`src/rtl/seg7_pkg.sv`:
```
// Shared types, constants and the hex-to-cathode decoder for the seven-segment scan driver.
package seg7_pkg;

    localparam logic [6:0] SEG_OFF = 7'h7F;

    typedef enum logic {
        ST_BLANK = 1'b0,
        ST_SHOW  = 1'b1
    } scan_state_t;

    function automatic int idx_width(input int n);
        return (n > 1) ? $clog2(n) : 1;
    endfunction

    // Active-low {A,B,C,D,E,F,G}, bit 6 = A.
    function automatic logic [6:0] hex2seg(input logic [3:0] hex);
        logic [6:0] seg;
        case (hex)
            4'h0: seg = 7'b0000001;
            4'h1: seg = 7'b1001111;
            4'h2: seg = 7'b0010010;
            4'h3: seg = 7'b0000110;
            4'h4: seg = 7'b1001100;
            4'h5: seg = 7'b0100100;
            4'h6: seg = 7'b0100000;
            4'h7: seg = 7'b0001111;
            4'h8: seg = 7'b0000000;
            4'h9: seg = 7'b0000100;
            4'hA: seg = 7'b0001000;
            4'hB: seg = 7'b1100000;
            4'hC: seg = 7'b0110001;
            4'hD: seg = 7'b1000010;
            4'hE: seg = 7'b0110000;
            default: seg = 7'b0111000;
        endcase
        return seg;
    endfunction

endpackage

```
`src/rtl/seg7_scan_driver_if.sv`:
```
// Data inputs from the core and display drives of the seven-segment scan driver.
interface seg7_scan_driver_if #(
    parameter int NUM_DIGITS = 8
);
    logic [4*NUM_DIGITS-1:0] digits_i;
    logic [NUM_DIGITS-1:0]   digit_en_i;
    logic [NUM_DIGITS-1:0]   dp_i;
    logic                    freeze_i;
    logic [NUM_DIGITS-1:0]   an_o;
    logic [6:0]              seg_o;
    logic                    dp_o;
    logic                    frame_start_o;

    modport master (
        output digits_i, digit_en_i, dp_i, freeze_i,
        input  an_o, seg_o, dp_o, frame_start_o
    );

    modport slave (
        input  digits_i, digit_en_i, dp_i, freeze_i,
        output an_o, seg_o, dp_o, frame_start_o
    );
endinterface

```
`src/rtl/seg7_tick_gen.sv`:
```
// Slot prescaler: presc runs 0..DIV-1 and slot_wrap flags the last cycle of each slot.
module seg7_tick_gen
    import seg7_pkg::*;
#(
    parameter int DIV     = 10,
    parameter int PRESC_W = 4
) (
    input  logic               clk,
    input  logic               reset,
    output logic [PRESC_W-1:0] presc,
    output logic               slot_wrap
);

    localparam logic [PRESC_W-1:0] PRESC_LAST = PRESC_W'(DIV - 1);

    assign slot_wrap = (presc == PRESC_LAST);

    always_ff @(posedge clk or negedge reset) begin
        if (!reset) begin
            presc <= '0;
        end else if (slot_wrap) begin
            presc <= '0;
        end else begin
            presc <= presc + PRESC_W'(1);
        end
    end

endmodule

```
`src/rtl/seg7_scan_driver.sv`:
```
// Time-multiplexed common-anode seven-segment driver with per-slot blanking and per-frame snapshot.
//
//   state    | meaning
//   ST_BLANK | start of slot, all anodes off to suppress ghosting
//   ST_SHOW  | current digit driven from the frame snapshot
module seg7_scan_driver
    import seg7_pkg::*;
#(
    parameter int CLK_HZ       = 100_000_000,
    parameter int SCAN_HZ      = 800,
    parameter int NUM_DIGITS   = 8,
    parameter int BLANK_CYCLES = 1000
) (
    input logic               clk,
    input logic               reset,
    seg7_scan_driver_if.slave bus
);

    localparam int DIV     = CLK_HZ / SCAN_HZ;
    localparam int PRESC_W = idx_width(DIV);
    localparam int IDX_W   = idx_width(NUM_DIGITS);

    localparam logic [PRESC_W-1:0] BLANK_LAST = PRESC_W'(BLANK_CYCLES - 1);
    localparam logic [IDX_W-1:0]   IDX_LAST   = IDX_W'(NUM_DIGITS - 1);

    generate
        if (BLANK_CYCLES < 1 || BLANK_CYCLES >= DIV) begin : g_bad_blank
            $error("seg7_scan_driver: BLANK_CYCLES must satisfy 1 <= BLANK_CYCLES < CLK_HZ/SCAN_HZ");
        end
    endgenerate

    logic [PRESC_W-1:0]      presc;
    logic                    slot_wrap;
    logic [IDX_W-1:0]        idx, idx_nxt;
    scan_state_t             state, state_nxt;
    logic                    frame_start;
    logic                    snap_load;

    logic [4*NUM_DIGITS-1:0] snap_digits, snap_digits_nxt;
    logic [NUM_DIGITS-1:0]   snap_en, snap_en_nxt;
    logic [NUM_DIGITS-1:0]   snap_dp, snap_dp_nxt;

    logic [NUM_DIGITS-1:0]   an_q, an_nxt;
    logic [6:0]              seg_q, seg_nxt;
    logic                    dp_q, dp_nxt;

    seg7_tick_gen #(
        .DIV     (DIV),
        .PRESC_W (PRESC_W)
    ) u_tick_gen (
        .clk       (clk),
        .reset     (reset),
        .presc     (presc),
        .slot_wrap (slot_wrap)
    );

    // Gated by reset so the pulse is visible in the very first cycle after release but never during reset.
    assign frame_start = reset && (presc == '0) && (idx == '0);
    assign snap_load   = frame_start && !bus.freeze_i;

    always_ff @(posedge clk or negedge reset) begin
        if (!reset) begin
            state <= ST_BLANK;
            idx   <= '0;
        end else begin
            state <= state_nxt;
            idx   <= idx_nxt;
        end
    end

    always_comb begin
        state_nxt = state;
        idx_nxt   = idx;
        if (slot_wrap) begin
            state_nxt = ST_BLANK;
            idx_nxt   = (idx == IDX_LAST) ? '0 : idx + IDX_W'(1);
        end else if (presc == BLANK_LAST) begin
            state_nxt = ST_SHOW;
        end
    end

    always_comb begin
        snap_digits_nxt = snap_digits;
        snap_en_nxt     = snap_en;
        snap_dp_nxt     = snap_dp;
        if (snap_load) begin
            snap_digits_nxt = bus.digits_i;
            snap_en_nxt     = bus.digit_en_i;
            snap_dp_nxt     = bus.dp_i;
        end
    end

    // Outputs are decoded from next-cycle values so they switch on the same edge as the state.
    always_comb begin
        an_nxt  = '1;
        seg_nxt = SEG_OFF;
        dp_nxt  = 1'b1;
        if (state_nxt == ST_SHOW) begin
            an_nxt[idx_nxt] = ~snap_en_nxt[idx_nxt];
            seg_nxt         = hex2seg(snap_digits_nxt[{idx_nxt, 2'b00} +: 4]);
            dp_nxt          = ~snap_dp_nxt[idx_nxt];
        end
    end

    always_ff @(posedge clk or negedge reset) begin
        if (!reset) begin
            snap_digits <= '0;
            snap_en     <= '0;
            snap_dp     <= '0;
        end else begin
            snap_digits <= snap_digits_nxt;
            snap_en     <= snap_en_nxt;
            snap_dp     <= snap_dp_nxt;
        end
    end

    always_ff @(posedge clk or negedge reset) begin
        if (!reset) begin
            an_q  <= '1;
            seg_q <= SEG_OFF;
            dp_q  <= 1'b1;
        end else begin
            an_q  <= an_nxt;
            seg_q <= seg_nxt;
            dp_q  <= dp_nxt;
        end
    end

    assign bus.an_o          = an_q;
    assign bus.seg_o         = seg_q;
    assign bus.dp_o          = dp_q;
    assign bus.frame_start_o = frame_start;

endmodule

```
`src/flat_wrapper.sv`:
```
// flat-port wrapper written by rule: the top's interface ports become plain ports
module seg7_scan_driver_flat import seg7_pkg::*;
#(
    parameter int CLK_HZ       = 100_000_000,
    parameter int SCAN_HZ      = 800,
    parameter int NUM_DIGITS   = 8,
    parameter int BLANK_CYCLES = 1000
)
  (clk, reset, bus_digits_i, bus_digit_en_i, bus_dp_i, bus_freeze_i, bus_an_o, bus_seg_o, bus_dp_o, bus_frame_start_o);
  seg7_scan_driver_if #(.NUM_DIGITS(NUM_DIGITS)) bus_i ();
  input logic clk;
  input logic reset;
  input wire logic [$bits(bus_i.digits_i)-1:0] bus_digits_i;
  input wire logic [$bits(bus_i.digit_en_i)-1:0] bus_digit_en_i;
  input wire logic [$bits(bus_i.dp_i)-1:0] bus_dp_i;
  input wire logic [$bits(bus_i.freeze_i)-1:0] bus_freeze_i;
  output wire logic [$bits(bus_i.an_o)-1:0] bus_an_o;
  output wire logic [$bits(bus_i.seg_o)-1:0] bus_seg_o;
  output wire logic [$bits(bus_i.dp_o)-1:0] bus_dp_o;
  output wire logic [$bits(bus_i.frame_start_o)-1:0] bus_frame_start_o;
  assign bus_i.digits_i = bus_digits_i;
  assign bus_i.digit_en_i = bus_digit_en_i;
  assign bus_i.dp_i = bus_dp_i;
  assign bus_i.freeze_i = bus_freeze_i;
  assign bus_an_o = bus_i.an_o;
  assign bus_seg_o = bus_i.seg_o;
  assign bus_dp_o = bus_i.dp_o;
  assign bus_frame_start_o = bus_i.frame_start_o;
  seg7_scan_driver #(.CLK_HZ(CLK_HZ), .SCAN_HZ(SCAN_HZ), .NUM_DIGITS(NUM_DIGITS), .BLANK_CYCLES(BLANK_CYCLES)) u_core (.clk(clk), .reset(reset), .bus(bus_i));
endmodule
```
`config.mk`:
```
export PLATFORM = sky130hd
export DESIGN_NAME = seg7_scan_driver_flat
export DESIGN_NICKNAME = d
export VERILOG_FILES = /design/src/rtl/seg7_pkg.sv /design/src/rtl/seg7_scan_driver_if.sv /design/src/rtl/seg7_tick_gen.sv /design/src/rtl/seg7_scan_driver.sv /design/src/flat_wrapper.sv
export SDC_FILE = /design/constraint.sdc
export NUM_CORES = 1
export LEC_CHECK = 0
export BUFFER_PORTS_ARGS = -buffer_cell sky130_fd_sc_hd__buf_2
export CAP_MARGIN = 20
export CORE_UTILIZATION = 51
export DETAILED_ROUTE_END_ITERATION = 7
export PLACE_DENSITY = 0.75
export SLEW_MARGIN = 20
export SYNTH_ARGS = -nofsm -noshare
export SYNTH_HDL_FRONTEND = slang
export SYNTH_HIERARCHICAL = 1
export SYNTH_SLANG_ARGS = --single-unit
```
`constraint.sdc`:
```
create_clock -name clk -period 3.56 [get_ports clk]
set_clock_uncertainty 0.15 [all_clocks]
set_input_delay 0.178 -clock clk [delete_from_list [all_inputs] [get_ports clk]]
set_output_delay 0.178 -clock clk [all_outputs]
set_load 0.03 [all_outputs]
```
# After elaboration in Yosys (flattened, before gate mapping)
# Memory sizes are Yosys's and may differ from the RTL's.
# Cells that the tools add are included.
[classes]
multipliers = 0
add_sub_neg = 2
n_eq_ne = 3
bitwise = 4
n_lt_le_gt_ge = 2
n_reduce_logical = 7
n_mux = 17
div_mod_pow = 0
n_shift = 1
[op_table]
columns = ["cell", "count"]
rows = [
  ["2-to-1 mux 32 bit", 1],
  ["indexed part select 32 x 6 -> 4 bit", 1],
  ["2-to-1 mux 8 bit", 3],
  ["adder 17 x 1 -> 17 bit (second input constant)", 1],
  ["== test 17 x 10 -> 1 bit (second input constant)", 1],
  ["== test 17 bit (second input constant)", 1],
  ["zero test 17 bit", 1],
  ["2-to-1 mux 17 bit", 1],
  ["inverter 8 bit", 1],
  ["bitwise OR 8 bit", 1],
  ["2-to-1 mux 7 bit", 1],
  ["binary-select mux 1 bit (select 3 bit)", 2],
  ["2-to-1 mux 1 bit", 6],
  ["2-to-1 mux 3 bit", 2],
  ["logical AND 1 bit", 4],
  ["< comparator 3 x 4 -> 1 bit (second input constant)", 1],
  ["adder 3 x 1 -> 3 bit (second input constant)", 1],
  ["demux 1 bit (select 3 bit)", 1],
  ["== test 3 bit (second input constant)", 1],
  ["greater-or-equal comparator 3 x 1 -> 1 bit (second input constant)", 1],
  ["zero test 3 bit", 1],
  ["inverter 1 bit", 2],
  ["zero test 1 bit", 1],
]
[totals]
mem_bits_ro = 112
out_inout_bits = 17
input_bits = 51
n_memories = 1
latchBits = 0
ram_bits = 0
ff_bits = 85
[memory_table]
columns = ["name", "words", "word_bits", "rd", "rd_clocked_by_memory_dff", "wr", "line", "rtl"]
rows = [
  ["(name not given)", 16, 7, 1, 0, 0, "seg7_pkg.sv:18", "case (hex)"],
]

# Depth between registers and ports, before layout
# Gate-level depths: netlist of the first run.
[depth]
depth_word = 10
ltp_mapped = 18
ltp_nobuf = 17

# Hierarchy
# Netlist of the first run, hierarchy kept.
[modules_own_cells]
columns = ["module", "n_inst", "cells_each", "area_per_inst_um2"]
rows = [
  ["seg7_scan_driver", 1, 342, 3480.8],
  ["seg7_tick_gen", 1, 76, 833.3],
]

# Worst setup path before layout of the first run
# No wires, ideal clock.
[synth_path]
kind = "reg-to-reg"
startpoint = "reg u_core.u_tick_gen.presc[0]"
endpoint = "reg u_core.seg_q[3], in the netlist u_core/bus.seg_o[3]"
setup_slack_ns = -0.369
setup_ns = 0.092
t_arrival_ns = 3.687
stages_incl_launch_ff = 17
required_ns = 3.318
path_cell_list = "dfrtp_1 -> ha_1 -> and2_1 -> nand3_1 -> nor3_4 -> clkbuf_1 -> nor3b_1 -> nor2_1 -> inv_2 -> nor2_1 -> a22o_1 -> nor4_2 -> inv_1 -> ha_1 -> mux2_2 -> mux2i_1 -> nand2_1"
[synth_lines]
columns = ["element", "line", "rtl"]
rows = [
  ["from (decl)", "seg7_tick_gen.sv:10", "output logic [PRESC_W-1:0] presc,"],
  ["from (signal assigned)", "seg7_tick_gen.sv:24", "presc <= presc + PRESC_W'(1);"],
  ["== test 17 bit", "seg7_tick_gen.sv:16", "assign slot_wrap = (presc == PRESC_LAST);"],
  ["via u_core.slot_wrap", "seg7_scan_driver.sv:33", "logic slot_wrap;"],
  ["2-to-1 mux 3 bit", "seg7_scan_driver.sv:74", "if (slot_wrap) begin"],
  ["via u_core.idx_nxt[0]", "seg7_scan_driver.sv:34", "logic [IDX_W-1:0] idx, idx_nxt;"],
  ["indexed part select 32 x 6 -> 4 bit", "seg7_scan_driver.sv:100", "seg_nxt = hex2seg(snap_digits_nxt[{idx_nxt, 2'b00} +: 4]);"],
  ["memory (16 x 7 bit)", "n/a", ""],
  ["2-to-1 mux 7 bit", "seg7_scan_driver.sv:98", "if (state_nxt == ST_SHOW) begin"],
  ["via u_core.seg_nxt[3]", "seg7_scan_driver.sv:44", "logic [6:0] seg_q, seg_nxt;"],
  ["to (signal assigned)", "seg7_scan_driver.sv:124", "seg_q <= seg_nxt;"],
  ["to (decl)", "seg7_scan_driver.sv:44", ""],
]
# The timed path passes the listed nets, and every way through them passes these cells.

# Worst setup path in the final report of the first run
[layout_path]
startpoint = "reg u_core.u_tick_gen.presc[11]"
endpoint = "reg u_core.seg_q[0], in the netlist u_core/bus.seg_o[0]"
[layout_lines]
columns = ["element", "line"]
rows = [
  ["== test 17 bit (*)", "seg7_tick_gen.sv:16"],
  ["via u_core.slot_wrap", "seg7_scan_driver.sv:33"],
  ["2-to-1 mux 3 bit", "seg7_scan_driver.sv:74"],
  ["indexed part select 32 x 6 -> 4 bit", "seg7_scan_driver.sv:100"],
  ["memory (16 x 7 bit)", "n/a"],
  ["2-to-1 mux 7 bit (*)", "seg7_scan_driver.sv:98"],
  ["via u_core.seg_nxt[0]", "seg7_scan_driver.sv:44"],
]
# Mark *: on every way through the listed nets, which the timed path passes. The rest lies on a longest branch.

==> results of run 1 <==
[cell families after synthesis]
family,count (synthesis)
AO/OA/AOI/OAI,58
adder cells (fa/ha/maj),10
AND/OR/NAND/NOR,186
buffers and inverters,32
XOR/XNOR,13
multiplexers,34
flip-flops,85
[worst max-delay path by stage]
stage / start / end / slack [ns] / cells after the start
2_1_floorplan: u_core/u_tick_gen/presc[7] / u_core/bus.seg_o[3] / -0.002 / 15
3_3_place_gp: u_core/u_tick_gen/presc[7] / u_core/bus.seg_o[3] / 0.1 / 13
3_5_place_dp: u_core/u_tick_gen/presc[7] / u_core/bus.seg_o[3] / 0.04 / 13
4_1_cts: u_core/u_tick_gen/presc[7] / u_core/bus.seg_o[3] / 0.03 / 13
5_1_grt: u_core/u_tick_gen/presc[12] / u_core/bus.seg_o[0] / -0.05 / 13
6_report: u_core/u_tick_gen/presc[11] / u_core/bus.seg_o[0] / 0.05 / 13
[registers in the layout, indices dropped and copies added (netlist names)]
signal,flops
u_core/state,1
u_core/u_tick_gen/presc,17
u_core/idx,3
u_core/snap_digits,32
u_core/bus.seg_o,7
u_core/snap_dp,8
u_core/bus.an_o,8
u_core/snap_en,8
u_core/bus.dp_o,1
[layout make-up]
| type | count | area share, % |
|---|---|---|
| multi-input cells | 301 | 36.6 |
| flip-flops and latches | 85 | 36.3 |
| repair buffers | 164 | 20.2 |
| clock buffers | 12 | 2.64 |
| well taps | 105 | 2.22 |
| inverters | 17 | 1.12 |
| clock inverters | 4 | 0.908 |
[cells in the final DEF (no fill, tap or decap), drive strengths merged, types with 12 or more instances in the layout]
cell and instances:
dfrtp 69, nor2 25, inv 18, nand2 92, clkbuf 12, o21ai 15, buf 116, dfstp 16
mux2 25, dlygate4sd3 48, nand3 14, nand4 14
[timing repair]
item / CTS / global route
endpoints found under the setup margin: 0 / 7
gates resized for setup: 0 / 26
hold buffers: 48 / 0
endpoints found under the hold margin: 67 / 0
buffers inserted: 0 / 10
[stage by stage]
stage	TNS [ns]	total power, uW	hold WS, ns
after detailed placement	0	1120	0.0460
after global routing	-0.143	1940	0.0314
after CTS	0	1870	0.000929
after global placement	0	1120	0.0367
after floorplan	-0.00153	1060	-0.268
final	0	1870	0.0113
[layer usage]
metal / share of wire [%] / routed length (um) / track usage [%]
met5: 0 / 0 / 0
met3: 4.5 / 521 / 4.94
met1: 41 / 4700 / 31.7
met2: 52 / 5960 / 48.6
met4: 2.5 / 287 / 10.8
[worst max-delay path: cells and delay by family, from the launching register on]
kind | cells | cell delay [ns]
buffers and inverters | 3 | 0.50
DFF | 1 | 0.42
AOI/OAI and AO/OA | 5 | 1.08
and+or+nand+nor | 5 | 1.29
[power by group]
group          switching (uW)  internal, uW  leakage (uW)
Sequential               6.85           986       0.00108
Clock                     347           370     0.0000984
Combinational            73.9          86.7       0.00163
==> impl_metrics.csv, run 1 <==
group,metric,value,unit
synthesis,synth_area_leader_cell,"dfrtp_1",
synthesis,ys_ff_latch,85,
worst_hold_path,hp-class,"primary input to register",
drt,wire_per_inst,16.7,um
drt,drc,0,
place,dp.cells,613,
cts,clock_latency,0.35,ns
timing,drv_slew,0,
timing,fmax,285,MHz
critical_path,crit_chain,"nor4bb_1 -> nand2_1 -> nor3_4 -> buf_6 -> or3b_4 -> a2111o_1 -> o2111ai_2 -> nor4_2 -> a31oi_1 -> buf_4 -> buf_4 -> o21ai_0 -> a221o_1",
synthesis,mappedNetlistArea,4310,um2
global_route,antenna_found_initial,0,
global_route,track_usage,27.0,%
cells_and_area,area_growth,37.4,%
place,gp_congestion,0.923,
synthesis,synth_cell_types,70,
timing,min_period,3.51,ns
cts,clock-root-buffer,"clkbuf_8",
synthesis,synth_top_family_by_area,"simple AND/OR/NAND/NOR gates",
place,place_ws,0.0381,ns
cells_and_area,multiInputGateArea,2170,um2
cts,clk_path_buf_depth,2,
synthesis,ys_warn_count,6,
cells_and_area,fin_nets,639,
critical_path,path_max_fanout,8,
critical_path,cpPeakStageDelay,0.42,ns
synthesis,synth_mux_area_share,8.70,%
synthesis,synth-xor-area-share,2.64,%
die,fp.coreArea,8220,um2
worst_hold_path,holdPathStages,3,
drt,drtIter0Drc,271,
timing,worst_slack,0.0466,ns
critical_path,rrSetupSlack,0.05,ns
place,dp_hpwl,7810,um
drt,vias,3781,
global_route,grt.overflow.total,0,
cts,clkSinkCount,85,
synthesis,syn-num-nets,479,
run,maxCapViolCount,0,
synthesis,synth_area_per_cell,10.3,um2
timing,final-setup-viol-count,0,
status,outcome,"finished clean",
timing,finalCritPeriodShare,98.7,%
cells_and_area,regArea,2150,um2
cells_and_area,final_util,72.1,%
global_route,grt_pass1_vias,3808,
cts,clk_pin_slew_worst_paths,0.09,ns
critical_path,r2r.worst_path.cells,13,
timing,tightest_slew,0.791,ns
critical_path,cp-start-kind,"register",
worst_hold_path,min_from,"bus_digits_i[13]",
synthesis,async_reset_ff_share,100,%
synthesis,synth_area_leaders,"dfrtp_1 (40%), dfstp_2 (9.7%), nand2_1 (8.0%)",
pwr,p_leak,0.00281,uW
synthesis,synth-simple-area-share,22.8,%
critical_path,worst-setup-path-type,"register to register",
drt,dr.pass1.iters,5,
cells_and_area,nFillCells,556,
worst_hold_path,holdPathEnd,"u_core/snap_digits[13]",
die,io_pins,68,
critical_path,critPathMostFrequentCell,"buf_4",
critical_path,worstPathArrival,3.65,ns
drt,viasPerCell,5.50,
critical_path,rr_startpoint,"u_core/u_tick_gen/presc[11]",
synthesis,synth_compound_area_share,9.77,%
pwr,max-vdd-ir-drop,177,uV
die,die_y,94.0,um
die,die_x,94.0,um
timing,rsz0062_at_grt,"yes",
die,die_area,8830,um2
place,place_area,5050,um2
place,io_buffer_count,67,
drt,wl,11500,um
drt,drtAntennaViolNets,0,
synthesis,synth_ff_type,"dfrtp_1",
synthesis,synthAdderAreaFrac,2.90,%
critical_path,cp_slowest_cell,"dfrtp_2",
synthesis,synth.most_common_cell,"nand2_1",
cells_and_area,drive_above_1_share,37.2,%
cts,cts_tree,"built",
critical_path,crit_path_end_kind,"register",
cells_and_area,antennaDiodeCount,0,
global_route,grt_pass1_wl,18000,um
synthesis,netlist_instances,418,
critical_path,required,3.69,ns
synthesis,synth_edf_count,0,
timing,hold_viol,0,
pwr,power.density,316,nW/um2
die,start_util,52.5,%
timing,relSlewSlack,47.3,%
synthesis,ys_seq_area_share,49.8,%
global_route,grt_max_degree,66,
die,rows,33,
cells_and_area,design_area,5930,um2
cts,htreeDepth,3,
cts,cts_buffers,9,
cells_and_area,fin_cells,688,
synthesis,synth_common_cells,"nand2_1 (92), dfrtp_1 (69), nor2_1 (25)",
critical_path,worst_r2r_endpoint,"u_core/bus.seg_o[0]",
synthesis,synth_top_area_share,40.0,%
Power figures use the tool's default switching activity.
==> run 2: changes to the inputs <==
Settings changed: REMOVE_ABC_BUFFERS from default to 1.
==> run 2 against run 1 <==
  * Register-to-register slack barely moved
  * Clock power rose by 10%
  * Sequential share of layout area fell by 0.35 points
  * Global-route usage rose by 0.79 points
  * Setup slack got worse by 0.0070 ns
  * Sequential cell count did not move
  * Cell area rose by 0.80%
  * Hold slack improved by 0.017 ns
  * Sequential power barely moved
  * Total power rose by 4.0%
  * Critical path depth rose by 2
  * Critical endpoint is now u_core/bus.seg_o[3]
  * Largest power group unchanged
  * Highest routed layer unchanged
==> impl_metrics.csv, run 2 (synthesized netlist as in run 1, its figures left out) <==
group,metric,value,unit
status,outcome,"finished clean",
critical_path,cpPeakStageDelay,0.40,ns
die,die_area,8830,um2
timing,finalCritPeriodShare,98.9,%
place,gp_congestion,0.845,
drt,drtAntennaViolNets,0,
timing,min_period,3.52,ns
drt,viasPerCell,5.75,
timing,tightest_slew,0.610,ns
cells_and_area,fin_cells,694,
critical_path,cp_num_cells,15,
cells_and_area,drive_above_1_share,36.7,%
pwr,p_seq_share,51.1,%
drt,drtIter0Drc,438,
critical_path,path_max_fanout,9,
pwr,p_leak,0.00287,uW
cells_and_area,area_growth,38.5,%
timing,final-setup-viol-count,0,
cells_and_area,mostFrequentLayoutCells,"nand2_1 (92), dfrtp_1 (68), buf_2 (66), buf_4 (52), dlygate4sd3_1 (48)",
pwr,p_clk_share,40.7,%
cells_and_area,nFillCells,529,
die,io_pins,68,
cells_and_area,final_common_cell,"nand2_1",
critical_path,crit_path_end_kind,"register",
cells_and_area,reg.largest.list,"u_core/snap_digits: 32 flops, u_core/u_tick_gen/presc: 17 flops",
critical_path,crit_buf_inv,3,
pwr,max-vdd-ir-drop,170,uV
pwr,p_comb_share,8.2,%
drt,vias,3993,
cells_and_area,fin_nets,644,
drt,wire_per_inst,17.8,um
drt,dr.pass1.iters,5,
critical_path,crit_family,"simple AND/OR/NAND/NOR gates",
die,rows,33,
critical_path,cp-start-kind,"register",
pwr,p_sw_share,24.0,%
timing,hold_viol,0,
timing,fmax,284,MHz
global_route,grt_max_degree,51,
timing,drv_slew,0,
pwr,switchingPower,466,uW
critical_path,rr_startpoint,"u_core/u_tick_gen/presc[7]",
cells_and_area,largest_reg_flops,32,
place,dp_hpwl,7580,um
die,die_y,94.0,um
worst_hold_path,hp-class,"primary input to register",
place,dp.cells,616,
die,die_x,94.0,um
die,start_util,52.5,%
cells_and_area,largest-register,"u_core/snap_digits",
global_route,grt_pass1_vias,3789,
global_route,grt_pass1_wl,18400,um
critical_path,rrSetupSlack,0.04,ns
pwr,power.density,326,nW/um2
cts,cts_tree,"built",
drt,drc,0,
cts,clock-root-buffer,"clkbuf_8",
critical_path,endpoint,"u_core/bus.seg_o[3]",
cts,htreeDepth,3,
critical_path,worst-setup-path-type,"register to register",
critical_path,worst_r2r_endpoint,"u_core/bus.seg_o[3]",
cts,clk_path_buf_depth,2,
global_route,antenna_found_initial,0,
run,maxCapViolCount,0,
timing,fin_hold_ws,0.0286,ns
pwr,intPower,1480,uW
cts,clk_pin_slew_worst_paths,0.09,ns
critical_path,worstPathArrival,3.67,ns
critical_path,cp_slowest_cell,"dfrtp_1",
global_route,track_usage,27.8,%
place,io_buffer_count,67,
critical_path,r2r.worst_path.cells,15,
die,fp.coreArea,8220,um2
critical_path,critPathLaunch,"u_core/u_tick_gen/presc[7]",
cts,clkSinkCount,85,
cts,clock_latency,0.37,ns
timing,relSlewSlack,59.4,%
drt,wl,12400,um
global_route,grt.overflow.total,0,
critical_path,crit_chain,"nor4_1 -> nand3_1 -> nor3_4 -> nor2b_1 -> nor2_2 -> buf_4 -> nor2_2 -> buf_4 -> a32o_1 -> nor4_4 -> inv_1 -> ha_2 -> mux2_2 -> mux2i_1 -> nand2_1",
critical_path,required,3.71,ns
cts,cts_buffers,9,
==> run 2: area by class of cell <==
cell class,instances,area (um2),area share [%]
sequential,85,2150,36.0
timing repair buffer,169,1250,21.0
multi-input combinational,301,2150,36.0
clock buffer,9,124,2.07
antenna,1,2.50,0.0419
clock inverter,7,105,1.76
tap,105,131,2.20
inverter,17,63.8,1.07
==> run 2: layer usage <==
metal | track usage, % | routed length, um | up-vias
met3 | 4.85 | 742 | 43
met5 | 0 | 0 | -
met1 | 35.9 | 5090 | 1939
li1 | - | - | 1816
met4 | 11.8 | 334 | 0
met2 | 46.0 | 6210 | 195
==> run 2: worst min path at each step <==
stage	endpoint	slack, ns	from	cells past startpoint
3_5_place_dp	u_core/snap_dp[6]	0.11	reset	2
6_report	u_core/snap_digits[5]	0.03	bus_digits_i[5]	3
5_1_grt	u_core/snap_digits[5]	0.04	bus_digits_i[5]	3
3_3_place_gp	u_core/snap_dp[6]	0.11	reset	2
2_1_floorplan	u_core/idx[0]	-0.27	reset	0
4_1_cts	u_core/snap_digits[5]	0.002	bus_digits_i[5]	3
==> run 2: worst register-to-register path, stage by stage (launching register included) <==
cell     delay (ns)
dfrtp_1        0.40
nor4_1         0.31
nand3_1        0.17
nor3_4         0.30
nor2b_1        0.14
nor2_2         0.18
buf_4          0.22
nor2_2         0.08
buf_4          0.16
a32o_1         0.23
nor4_4         0.30
inv_1          0.13
ha_2           0.22
mux2_2         0.26
mux2i_1        0.13
nand2_1        0.07
==> run 2: power groups by stage <==
stage	logic, uW	clock network [uW]	registers (uW)
3_5_place_dp	108	0	1010
3_3_place_gp	104	0	1010
2_1_floorplan	43.4	0	1010
6_report	160	792	994
5_1_grt	175	837	995
4_1_cts	151	797	993
==> run 2: stage by stage <==
step                      setup TNS [ns]  total power [uW]  setup slack, ns  instance area (um2)  utilization (%)
after global routing              -0.536              2010           -0.114                 5970             72.7
final                                  0              1950           0.0397                 5980             72.7
after CTS                              0              1940          0.00143                 5770             70.2
after global placement                 0              1110           0.0648                 5030             61.2
after floorplan                    -3.47              1050           -0.583                 4230                -
after detailed placement          -0.304              1120          -0.0774                 5030             61.2
==> run 2: timing repair <==
item	4_1_cts	5_1_grt
hold buffers	48	0
gates resized for setup	6	26
buffers inserted	0	13
pin swaps	0	11
endpoints found under the hold margin	81	0
setup endpoints to repair	7	7
==> run 3: changes to the inputs <==
Settings changed: ABC_AREA from default to 1, CORE_UTILIZATION 51 to 52, CTS_CLUSTER_SIZE from default to 10.
==> run 3 against run 2 <==
  * Combinational power shrank 9%
  * Sequential cell count is the same
  * Synthesized cell count grew 53%
  * Total power shrank 1.7%
  * Largest power group unchanged
  * First-iteration DRC count shrank 30%
  * Die area grew 10%
  * Utilization shrank 6.3 points
==> impl_metrics.csv, run 3 <==
group,metric,value,unit
cells_and_area,area_growth,21.7,%
critical_path,crit_path_end_kind,"register",
synthesis,synth_area_leader_cell,"dfrtp_1",
worst_hold_path,hp-class,"primary input to register",
pwr,power,1910,uW
cts,clk_pin_slew_worst_paths,0.09,ns
synthesis,async_reset_ff_share,100,%
synthesis,synth_cell_types,33,
timing,min_period,3.36,ns
timing,final-setup-viol-count,0,
drt,drc,0,
die,rows,34,
synthesis,synth_top_area_share,35.6,%
global_route,antenna_found_initial,0,
synthesis,synth_area_leaders,"dfrtp_1 (36%), nand2_1 (10%), inv_1 (9.2%)",
synthesis,ys_seq_area_share,44.3,%
global_route,grt_max_degree,66,
place,gp_congestion,0.883,
cts,clock_latency,0.36,ns
die,die_x,98.6,um
synthesis,netlist_instances,640,
global_route,grt_pass1_wl,19300,um
critical_path,required,3.67,ns
timing,relSlewSlack,44.7,%
pwr,power.density,324,nW/um2
die,die_area,9720,um2
critical_path,worst-setup-path-type,"register to register",
timing,tightest_slew,0.830,ns
synthesis,ys_ff_latch,85,
critical_path,cp-start-kind,"register",
place,dp_hpwl,7780,um
cells_and_area,multiInputGateArea,2200,um2
die,start_util,54.5,%
die,die_y,98.6,um
cells_and_area,largest-register,"u_core/snap_digits",
cts,clk_path_buf_depth,2,
cts,htreeDepth,3,
timing,drv_slew,0,
global_route,grt_pass1_vias,4179,
pwr,max-vdd-ir-drop,251,uV
critical_path,worstPathArrival,3.47,ns
synthesis,ys_warn_count,6,
critical_path,rr_startpoint,"u_core/u_tick_gen/presc[0]",
cells_and_area,antennaDiodeCount,0,
cells_and_area,regArea,2150,um2
drt,wire_per_inst,13.3,um
cts,clock-root-buffer,"clkbuf_8",
global_route,grt.overflow.total,0,
drt,vias,4340,
status,outcome,"finished clean",
drt,dr.pass1.iters,4,
worst_hold_path,min_from,"bus_digits_i[21]",
cells_and_area,nFillCells,757,
synthesis,synth.most_common_cell,"nand2_1",
global_route,track_usage,24.9,%
synthesis,synth_edf_count,0,
drt,drtAntennaViolNets,0,
critical_path,critPathLaunch,"u_core/u_tick_gen/presc[0]",
pwr,p_leak,0.00314,uW
run,maxCapViolCount,0,
cells_and_area,fin_nets,807,
cts,clkSinkCount,85,
timing,fin_hold_ws,0.0198,ns
timing,finalCritPeriodShare,94.4,%
cells_and_area,drive_above_1_share,23.8,%
drt,drtIter0Drc,308,
synthesis,synth_ff_type,"dfrtp_1",
synthesis,mappedNetlistArea,4850,um2
cells_and_area,largest_reg_flops,32,
synthesis,synth_area_per_cell,7.58,um2
timing,fmax,298,MHz
cells_and_area,reg.largest.list,"u_core/snap_digits: 32 flops, u_core/u_tick_gen/presc: 17 flops",
die,fp.coreArea,8890,um2
timing,hold_viol,0,
cells_and_area,mostFrequentLayoutCells,"nand2_1 (135), inv_1 (119), dfrtp_1 (68), buf_2 (66), nor2_1 (61)",
place,io_buffer_count,67,
synthesis,synth_common_cells,"nand2_1 (135), inv_1 (119), dfrtp_1 (69)",
drt,viasPerCell,5.05,
cts,cts_buffers,9,
die,io_pins,68,
drt,wl,11500,um
cts,cts_tree,"built",
cells_and_area,final_common_cell,"nand2_1",
critical_path,path_max_fanout,9,
==> run 3: final timing paths <==
check	slack (ns)	cells after the start	to
max in group asynchronous	2.01	3	u_core/u_tick_gen/presc[0]
max reg2reg	0.20	23	u_core/bus.seg_o[3]
min	0.02	4	u_core/snap_digits[21]
min in group asynchronous	0.08	2	u_core/u_tick_gen/presc[11]
max	0.20	23	u_core/bus.seg_o[3]
min reg2reg	0.35	1	u_core/u_tick_gen/presc[0]
==> run 3: worst max-delay path, stage by stage (launching register included) <==
cell and delay, ns:
dfrtp_2 0.41, ha_2 0.21, nand2_1 0.07, inv_2 0.08, nand2_1 0.07, nor2_2 0.15
nand2_4 0.11, inv_6 0.13, nand2_1 0.13, o21ai_4 0.18, inv_4 0.11, nor3_4 0.25
buf_4 0.18, nand3_1 0.08, nand2_1 0.07, nor2_1 0.06, nand2_1 0.13, inv_1 0.11
ha_1 0.31, inv_1 0.04, nand2_1 0.05, nand2_1 0.05, nand2_1 0.05, nand3_1 0.07
==> run 3: area by class of cell <==
cell class	instances	area share (%)
clock buffers	9	2.10
clock inverters	7	1.65
multi-input cells	410	37.2
repair buffers	110	11.9
well taps	108	2.29
inverters	130	8.44
flip-flops and latches	85	36.4
==> run 3: logic make-up after synthesis <==
| kind of cell | share of synthesized area (%) |
|---|---|
| AO/OA/AOI/OAI | 3.35 |
| XOR/XNOR | 1.08 |
| adder cells (fa/ha/maj) | 2.58 |
| buffers and inverters | 11.6 |
| flip-flops | 44.3 |
| AND/OR/NAND/NOR | 37.1 |
==> run 3: through the flow <==
step | std cells | utilization, % | TNS [ns] | area [um2] | worst slack (ns)
global route | 859 | 66.4 | -0.0511 | 5900 | -0.0399
detailed placement | 818 | 60.6 | 0 | 5380 | 0.0485
floorplan | 625 | - | -0.383 | 4780 | -0.127
CTS | 851 | 65.0 | 0 | 5780 | 0.0295
global placement | 818 | 60.6 | 0 | 5380 | 0.201
finish | 859 | 66.4 | 0 | 5900 | 0.200
==> run 3: what timing repair did <==
action                     4_1_cts  5_1_grt
buffers inserted                 0        8
gates resized for setup          0       14
setup endpoints to repair        0        7
hold endpoints to repair        36        0
hold buffers                    17        0
==> run 3: power breakdown <==
part	internal (uW)	leakage, uW	switching, uW	total, uW
Combinational	64.9	0.00208	80.4	145
Sequential	989	0.000960	5.71	995
Clock	399	0.000106	374	773
==> run 3: metal layers <==
layer  track usage [%]  vias up  wire length, um
met3              3.26       16              392
met5                 0        -                0
met4              7.46        0              185
met2              41.8       99             5660
li1                  -     2194                -
met1              34.0     2031             5210
